[src/rtl/fx2_pkg.sv]
// rtl/fx2_pkg.sv - shared FX2 slave-FIFO states, endpoint addresses and sync header
package fx2_pkg;

  typedef enum logic [2:0] {
    IDLE,
    WAIT_GNT,
    SETUP,
    OE,
    RD,
    GAP,
    REL
  } state_e;

  localparam logic [1:0]  EP2_ADDR           = 2'b00;
  localparam logic [1:0]  EP6_ADDR           = 2'b10;
  localparam logic [15:0] SYNC_WORD_DEFAULT  = 16'h7F7F;

endpackage

[src/rtl/fx2_ep2_reader.sv]
// rtl/fx2_ep2_reader.sv - EP2 OUT FIFO drain to FPGA FIFO; FX2_EP2_SYNC_HUNT_EN adds header hunt
module fx2_ep2_reader
  import fx2_pkg::*;
#(
  parameter logic [1:0]  EP_ADDR   = EP2_ADDR,
  parameter int          MAX_BURST = 256
`ifdef FX2_EP2_SYNC_HUNT_EN
  ,
  parameter logic [15:0] SYNC_WORD = SYNC_WORD_DEFAULT
`endif
) (
  input  logic        IFCLK,
  input  logic        RESET,
  input  logic [15:0] FD_IN,
  input  logic        EP2_EMPTY_N,
  output logic        SLRD,
  output logic        SLOE,
  output logic [1:0]  FIFO_ADR,
  output logic        REQ,
  input  logic        GNT,
  output logic [15:0] DOUT,
  output logic        DOUT_WR,
  input  logic        DOUT_FULL,
  output logic [15:0] WORD_CNT,
  output logic        SYNC_LOCK
);

  state_e      state_q, state_d;
  logic        req_q, req_d;
  logic        sloe_q, sloe_d;
  logic        slrd_q, slrd_d;
  logic [15:0] dout_q, dout_d;
  logic        dout_wr_q, dout_wr_d;
  logic [15:0] word_cnt_q, word_cnt_d;
  logic [16:0] burst_q, burst_d;
  logic        fwd;

`ifdef FX2_EP2_SYNC_HUNT_EN
  logic lock_q, lock_d;
  assign fwd       = lock_q || (FD_IN == SYNC_WORD);
  assign SYNC_LOCK = lock_q;
`else
  assign fwd       = 1'b1;
  assign SYNC_LOCK = 1'b1;
`endif

  always_comb begin
    state_d    = state_q;
    req_d      = req_q;
    sloe_d     = sloe_q;
    slrd_d     = 1'b1;
    dout_d     = dout_q;
    dout_wr_d  = 1'b0;
    word_cnt_d = word_cnt_q;
    burst_d    = burst_q;
`ifdef FX2_EP2_SYNC_HUNT_EN
    lock_d     = lock_q;
`endif
    case (state_q)
      IDLE: begin
        if (EP2_EMPTY_N && !DOUT_FULL) begin
          req_d   = 1'b1;
          state_d = WAIT_GNT;
        end
      end
      WAIT_GNT: begin
        if (GNT) state_d = SETUP;
      end
      SETUP: begin
        sloe_d  = 1'b0;
        state_d = OE;
      end
      OE: begin
        burst_d = '0;
        // The flag may have dropped while we waited for the bus.
        if (EP2_EMPTY_N) begin
          slrd_d  = 1'b0;
          state_d = RD;
        end else begin
          sloe_d  = 1'b1;
          state_d = REL;
        end
      end
      RD: begin
        burst_d = burst_q + 17'd1;
        state_d = GAP;
        if (fwd) begin
          dout_d     = FD_IN;
          dout_wr_d  = 1'b1;
          word_cnt_d = word_cnt_q + 16'd1;
`ifdef FX2_EP2_SYNC_HUNT_EN
          lock_d     = 1'b1;
`endif
        end
      end
      GAP: begin
        if (EP2_EMPTY_N && !DOUT_FULL && GNT && (burst_q < 17'(MAX_BURST))) begin
          slrd_d  = 1'b0;
          state_d = RD;
        end else begin
          sloe_d  = 1'b1;
          state_d = REL;
        end
      end
      REL: begin
        req_d   = 1'b0;
        state_d = IDLE;
      end
      default: state_d = IDLE;
    endcase
  end

  always_ff @(posedge IFCLK) begin
    if (RESET) begin
      state_q    <= IDLE;
      req_q      <= 1'b0;
      sloe_q     <= 1'b1;
      slrd_q     <= 1'b1;
      dout_q     <= '0;
      dout_wr_q  <= 1'b0;
      word_cnt_q <= '0;
      burst_q    <= '0;
`ifdef FX2_EP2_SYNC_HUNT_EN
      lock_q     <= 1'b0;
`endif
    end else begin
      state_q    <= state_d;
      req_q      <= req_d;
      sloe_q     <= sloe_d;
      slrd_q     <= slrd_d;
      dout_q     <= dout_d;
      dout_wr_q  <= dout_wr_d;
      word_cnt_q <= word_cnt_d;
      burst_q    <= burst_d;
`ifdef FX2_EP2_SYNC_HUNT_EN
      lock_q     <= lock_d;
`endif
    end
  end

  assign SLRD     = slrd_q;
  assign SLOE     = sloe_q;
  assign REQ      = req_q;
  assign DOUT     = dout_q;
  assign DOUT_WR  = dout_wr_q;
  assign WORD_CNT = word_cnt_q;
  assign FIFO_ADR = EP_ADDR;

endmodule
[config.mk]
export PLATFORM = sky130hd
export DESIGN_NAME = fx2_ep2_reader
export DESIGN_NICKNAME = d
export VERILOG_FILES = /design/src/rtl/fx2_pkg.sv /design/src/rtl/fx2_ep2_reader.sv
export SDC_FILE = /design/constraint.sdc
export NUM_CORES = 1
export LEC_CHECK = 0
export CELL_PAD_IN_SITES_DETAIL_PLACEMENT = 1
export CELL_PAD_IN_SITES_GLOBAL_PLACEMENT = 2
export CORE_UTILIZATION = 30
export DETAILED_ROUTE_END_ITERATION = 7
export GPL_TIMING_DRIVEN = 0
export PLACE_DENSITY_LB_ADDON = 0.12
export SYNTH_ARGS = -nofsm -noshare
export SYNTH_HDL_FRONTEND = slang
export SYNTH_SLANG_ARGS = --single-unit
[constraint.sdc]
create_clock -name IFCLK -period 5.4 [get_ports IFCLK]
set_input_delay 1.35 -clock IFCLK [delete_from_list [all_inputs] [get_ports IFCLK]]
set_output_delay 1.35 -clock IFCLK [all_outputs]
set_load 0.01 [all_outputs]
==> flow_summary.yaml, run 1 <==
outcome:
  status: "finished clean"
clock_tree:
  worst_setup_hold_path_clk_slew_ps: 100
  post_cts_buffers: 0
  clkSinkCount: 56
  cts_resized: 0
  tritoncts: "done"
  cts_buffer_depth: 2
  cts_root_buf: "clkbuf_8"
  cts_hold_buffers: 0
  cts_buffers: 5
  h-tree-depth: 2
  insertion_delay_ps: 310
floorplanning:
  die_w_um: 92.7
  initial_utilization_pct: 31.5
  num_rows: 32
  die_y_um: 92.7
  boundaryPins: 60
  core-area_mm2: 0.00785
  die_area_mm2: 0.00860
routing:
  routed_wl_um: 6560
  drc: 0
  ant_nets: 0
  drtPass1Iterations: 4
  drt_iter0_markers: 49
  vias: 2309
  via_per_inst: 4.98
  wl_per_cell_um: 14.1
min_path:
  min_path_type: "register to register"
sta:
  grt_setup_unrepaired: "no"
  worst_clock_skew_ps: 6.77
  setup_violations: 0
  worst_slew_margin_rel_pct: 49.4
  hold_viol: 0
  maxSlewViolCount: 0
  finalCriticalPeriod_ps: 2940
  fmax_mhz: 340
  worst-slew-pin-transition_ps: 753
  fin_crit_sh_pct: 54.5
  final.setup.tns_ps: 0
logic_synthesis:
  synth_mux_area_share_pct: 3.60
  synth-compound-area-share_pct: 14.3
  synth_area_per_cell_um2: 8.28
  yosys.cell_count.top_type: "dfxtp_1"
  ys_seq_area_share_pct: 45.4
  synth_top_family_by_area: "simple AND/OR/NAND/NOR gates"
  ys_ff_latch: 56
  synthDominantCellAreaShare_pct: 45.4
  synth_cells: 298
  yosys.area_share.simple_pct: 28.2
  synthXorXnorAreaFrac_pct: 2.84
  ys.flop_type: "dfxtp_1"
  synth_area_mm2: 0.00247
  synth_edf_count: 0
  synth_area_leader_cell: "dfxtp_1"
  yosys-top-cells-area: "dfxtp_1 (45%), a21oi_1 (7.1%), nand2_1 (6.8%)"
  synth_fa_ha_area_share_pct: 1.01
  synth_commonest_cells: "dfxtp_1 (56), nand2_1 (45), a21oi_1 (35)"
  synthArstFlopShare_pct: 0
  yosys_warnings: 0
  synth.distinct_cells: 47
power_and_ir_drop:
  vdd_drop_max_v: 0.000102
  p_sw_share_pct: 22.9
  power_frac_clock_pct: 34.4
  power_density_mw_per_mm2: 223
  power.internal_w: 0.000561
  p_comb_share_pct: 7.8
  p_switching_w: 0.000167
  p_leak_nw: 1.04
  seqPwrFrac_pct: 57.8
layout:
  final_util_pct: 41.5
  drive_above_1_share_pct: 6.35
  n_antenna_cell: 0
  layout.nets: 385
  area_delta_synth_final_pct: 31.9
global_routing:
  grt_overflow: 0
  grt_max_degree: 16
  antenna_found_initial: 0
  track_usage_pct: 16.7
  grt_pass1_wl_um: 11400
  grt_pass1_vias: 2326
setup_path:
  critPathKind: "input port to register"
  arrival_ps: 3120
  worstPathRequired_ps: 5580
  cp_max_fo: 10
  worst_setup_path_end_kind: "register"
  crit_path_start_kind: "input port"
flow_run:
  drv_cap: 0
placed_design:
  portBuffers: 56
  gp_congestion: 0.731
  hpwl_um: 4790
-- through the flow --
stage | setup slack, ps | cells | total power (W) | cell area, µm² | hold WS (ps)
after global routing | 2330 | 464 | 0.000765 | 3260 | 487
final | 2460 | 464 | 0.000727 | 3260 | 461
after floorplan | 3120 | 299 | 0.000457 | 2470 | 452
after global placement | 2080 | 457 | 0.000487 | 3160 | 441
after detailed placement | 2080 | 457 | 0.000488 | 3160 | 452
after CTS | 2420 | 464 | 0.000742 | 3260 | 465
-- placed cells by master (no fill, tap or decap), types with 2 or more instances in the layout --
master / instances
buf_4: 3
o21ai_0: 7
inv_1: 6
nor2_1: 27
ha_1: 2
clkbuf_8: 7
a31oi_1: 3
a21oi_1: 35
nand2_1: 45
and4_1: 2
xnor2_1: 6
a22oi_1: 3
mux2_2: 7
nor2b_1: 5
a211oi_1: 2
nand4_1: 7
conb_1: 3
dfxtp_1: 56
nor3_1: 5
nor4_1: 3
clkdlybuf4s50_1: 56
buf_1: 2
or4_1: 3
and2_1: 2
xor2_1: 2
or3_1: 11
clkbuf_1: 13
o211ai_1: 7
nand3_1: 12
-- area by class of cell --
cell class / count / area (µm²)
fill: 969 / 4590
multi-input combinational: 218 / 1240
sequential: 56 / 1120
timing repair buffer: 56 / 561
tap: 102 / 128
clock buffer: 7 / 96.3
buffer: 19 / 83.8
inverter: 6 / 22.5
-- final timing paths --
kind / start / end / slack [ps] / depth (start not counted)
worst max-delay path: RESET / burst_q[16]$_SDFFE_PP0P_ / 2460 / 4
worst min-delay path: DOUT[0]$_SDFFE_PP0P_ / DOUT[0]$_SDFFE_PP0P_ / 460 / 2
worst max register to register: state_q[2]$_SDFFE_PP0P_ / WORD_CNT[15]$_SDFFE_PP0P_ / 2940 / 5
worst min register to register: DOUT[0]$_SDFFE_PP0P_ / DOUT[0]$_SDFFE_PP0P_ / 460 / 2
-- registers in the layout (all words and copies together), names as in the netlist --
name      cells
REQ           1
WORD_CNT     16
burst_q      17
DOUT_WR       1
state_q       3
DOUT         16
SLRD          1
SLOE          1
-- kinds of logic after synthesis --
kind of cell | Yosys count
AND/OR/NAND/NOR | 136
adder cells (fa/ha/maj) | 2
multiplexers | 8
other | 2
buffers and inverters | 25
XOR/XNOR | 8
flip-flops | 56
AO/OA/AOI/OAI | 61
-- worst max-delay path, stage by stage --
cell	delay, ps
clkdlybuf4s50_1	660
clkbuf_1	480
buf_1	540
a21oi_1	80
-- power groups by stage --
stage | clock network (W) | registers (W) | logic (W)
after global placement | 0 | 0.000430 | 0.0000572
after detailed placement | 0 | 0.000430 | 0.0000574
final | 0.000250 | 0.000421 | 0.0000565
after global routing | 0.000280 | 0.000422 | 0.0000628
after floorplan | 0 | 0.000431 | 0.0000258
after CTS | 0.000263 | 0.000421 | 0.0000578
-- routing by layer --
metal | global-route usage, % | routed length [µm] | vias to the layer above
li1 | - | - | 1169
met1 | 21.6 | 3170 | 1082
met2 | 26.3 | 2870 | 53
met3 | 5.25 | 441 | 5
met4 | 5.51 | 74 | 0
met5 | 0 | 0 | -
Note: power is estimated with default switching activity, not from simulation.
==> inputs of run 2 (changes only) <==
--- a/config.mk
+++ b/config.mk
@@ -7,7 +7,7 @@
 export LEC_CHECK = 0
 export CELL_PAD_IN_SITES_DETAIL_PLACEMENT = 1
 export CELL_PAD_IN_SITES_GLOBAL_PLACEMENT = 2
-export CORE_UTILIZATION = 30
+export CORE_UTILIZATION = 28
 export DETAILED_ROUTE_END_ITERATION = 7
 export GPL_TIMING_DRIVEN = 0
 export PLACE_DENSITY_LB_ADDON = 0.12
==> constraint.sdc (replaced) <==
create_clock -name IFCLK -period 3 [get_ports IFCLK]
set_input_delay 0.75 -clock IFCLK [delete_from_list [all_inputs] [get_ports IFCLK]]
set_output_delay 0.75 -clock IFCLK [all_outputs]
set_load 0.01 [all_outputs]
==> flow_summary.yaml, run 2 (synthesized netlist as in run 1, its figures left out) <==
clock_tree:
  cts_hold_buffers: 0
  cts_buffer_depth: 2
  worst_setup_hold_path_clk_slew_ps: 90
  insertion_delay_ps: 310
  cts_buffers: 5
  cts_root_buf: "clkbuf_8"
  cts_resized: 0
  clkSinkCount: 56
  post_cts_buffers: 0
  tritoncts: "done"
  h-tree-depth: 2
routing:
  drc: 0
  drt_iter0_markers: 54
  ant_nets: 0
  routed_wl_um: 6590
  wl_per_cell_um: 14.1
  vias: 2291
  via_per_inst: 4.90
  drtPass1Iterations: 4
setup_path:
  worst_setup_path_end_kind: "register"
  crit_path_start_kind: "register"
  worstPathRequired_ps: 3200
  arrival_ps: 2690
  cp_max_fo: 9
  worstSetupStartpoint: "state_q[2]$_SDFFE_PP0P_"
  worstReg2RegStart: "state_q[2]$_SDFFE_PP0P_"
  critPathKind: "register to register"
  ff2ff_setup_slack_ps: 510
min_path:
  min_path_type: "register to register"
  hp-start: "DOUT[15]$_SDFFE_PP0P_"
power_and_ir_drop:
  p_comb_share_pct: 7.9
  power_density_mw_per_mm2: 397
  seqPwrFrac_pct: 58.6
  vdd_drop_max_v: 0.000184
  p_switching_w: 0.000301
  power_w: 0.00129
  power_frac_clock_pct: 33.5
  p_leak_nw: 1.04
  p_sw_share_pct: 23.3
  power.internal_w: 0.000992
layout:
  multi_input_area_mm2: 0.00124
  final_cell_area_mm2: 0.00325
  n_antenna_cell: 0
  largest_register: "burst_q"
  final_cell_mix: "dfxtp_1 (56), clkdlybuf4s50_1 (56), nand2_1 (45), a21oi_1 (35), nor2_1 (27)"
  fin_cells: 468
  largest_register_ffs: 17
  nFillCells: 1014
  area_delta_synth_final_pct: 31.8
  layout.nets: 385
  drive_above_1_share_pct: 6.06
  regArea_mm2: 0.00112
global_routing:
  track_usage_pct: 15.9
  antenna_found_initial: 0
  grt_pass1_vias: 2320
  grt_pass1_wl_um: 11300
  grt_overflow: 0
  grt_max_degree: 16
floorplanning:
  initial_utilization_pct: 29.5
  num_rows: 33
  die_y_um: 95.9
  die_w_um: 95.9
  boundaryPins: 60
  die_area_mm2: 0.00920
  core-area_mm2: 0.00838
flow_run:
  drv_cap: 0
sta:
  setup_violations: 0
  worst_slew_margin_rel_pct: 48.5
  whs_ps: 458
  hold_viol: 0
  worst_clock_skew_ps: 9.22
  fin_crit_sh_pct: 82.9
  final.setup.tns_ps: 0
  maxSlewViolCount: 0
  grt_setup_unrepaired: "no"
  worst-slew-pin-transition_ps: 765
  fmax_mhz: 402
  finalCriticalPeriod_ps: 2490
placed_design:
  dp_cells: 460
  gp_congestion: 0.694
  hpwl_um: 4770
  placed_area_mm2: 0.00316
  portBuffers: 56
outcome:
  status: "finished clean"
==> run 2: cell count changes in the layout (fill, tap and decap cells not counted) <==
cell      change
clkbuf_8      -1
clkbuf_1      +2
==> run 2: critical path, stage by stage (launching register included) <==
cell,delay [ps]
dfxtp_1,490
or3b_1,390
buf_2,170
nor4_1,690
nor3b_1,290
mux2_2,350
==> run 2: worst paths after layout <==
path / to / cells after the start
worst max-delay path: WORD_CNT[15]$_SDFFE_PP0P_ / 5
worst min-delay path: DOUT[15]$_SDFFE_PP0P_ / 2
worst max register to register: WORD_CNT[15]$_SDFFE_PP0P_ / 5
worst min register to register: DOUT[15]$_SDFFE_PP0P_ / 2
==> run 2: power groups by stage <==
| stage | sequential (W) | clock (W) | combinational, W |
|---|---|---|---|
| global route | 0.000759 | 0.000487 | 0.000116 |
| detailed placement | 0.000775 | 0 | 0.000104 |
| CTS | 0.000758 | 0.000458 | 0.000105 |
| global placement | 0.000774 | 0 | 0.000104 |
| floorplan | 0.000776 | 0 | 0.0000464 |
| finish | 0.000757 | 0.000433 | 0.000103 |
==> run 2: area by class of cell <==
| class | count | area share, % |
|---|---|---|
| Tap cell | 105 | 4.04 |
| Sequential cell | 56 | 34.4 |
| Buffer | 19 | 2.58 |
| Multi-Input combinational cell | 218 | 38.3 |
| Clock buffer | 8 | 2.77 |
| Inverter | 6 | 0.692 |
| Timing Repair Buffer | 56 | 17.2 |
==> run 2: stage by stage <==
| stage | setup WS (ps) | util (%) |
|---|---|---|
| finish | 513 | 38.8 |
| floorplan | 937 | - |
| global route | 351 | 38.8 |
| CTS | 473 | 38.8 |
| global placement | 256 | 37.8 |
| detailed placement | 281 | 37.8 |
==> run 2: per-layer routing <==
metal / global-route usage (%) / wire, µm / share of wire, %
met5: 0 / 0 / 0
met4: 3.73 / 52 / 0.79
met3: 5.06 / 425 / 6.4
met2: 25.0 / 2840 / 43
met1: 21.0 / 3280 / 50
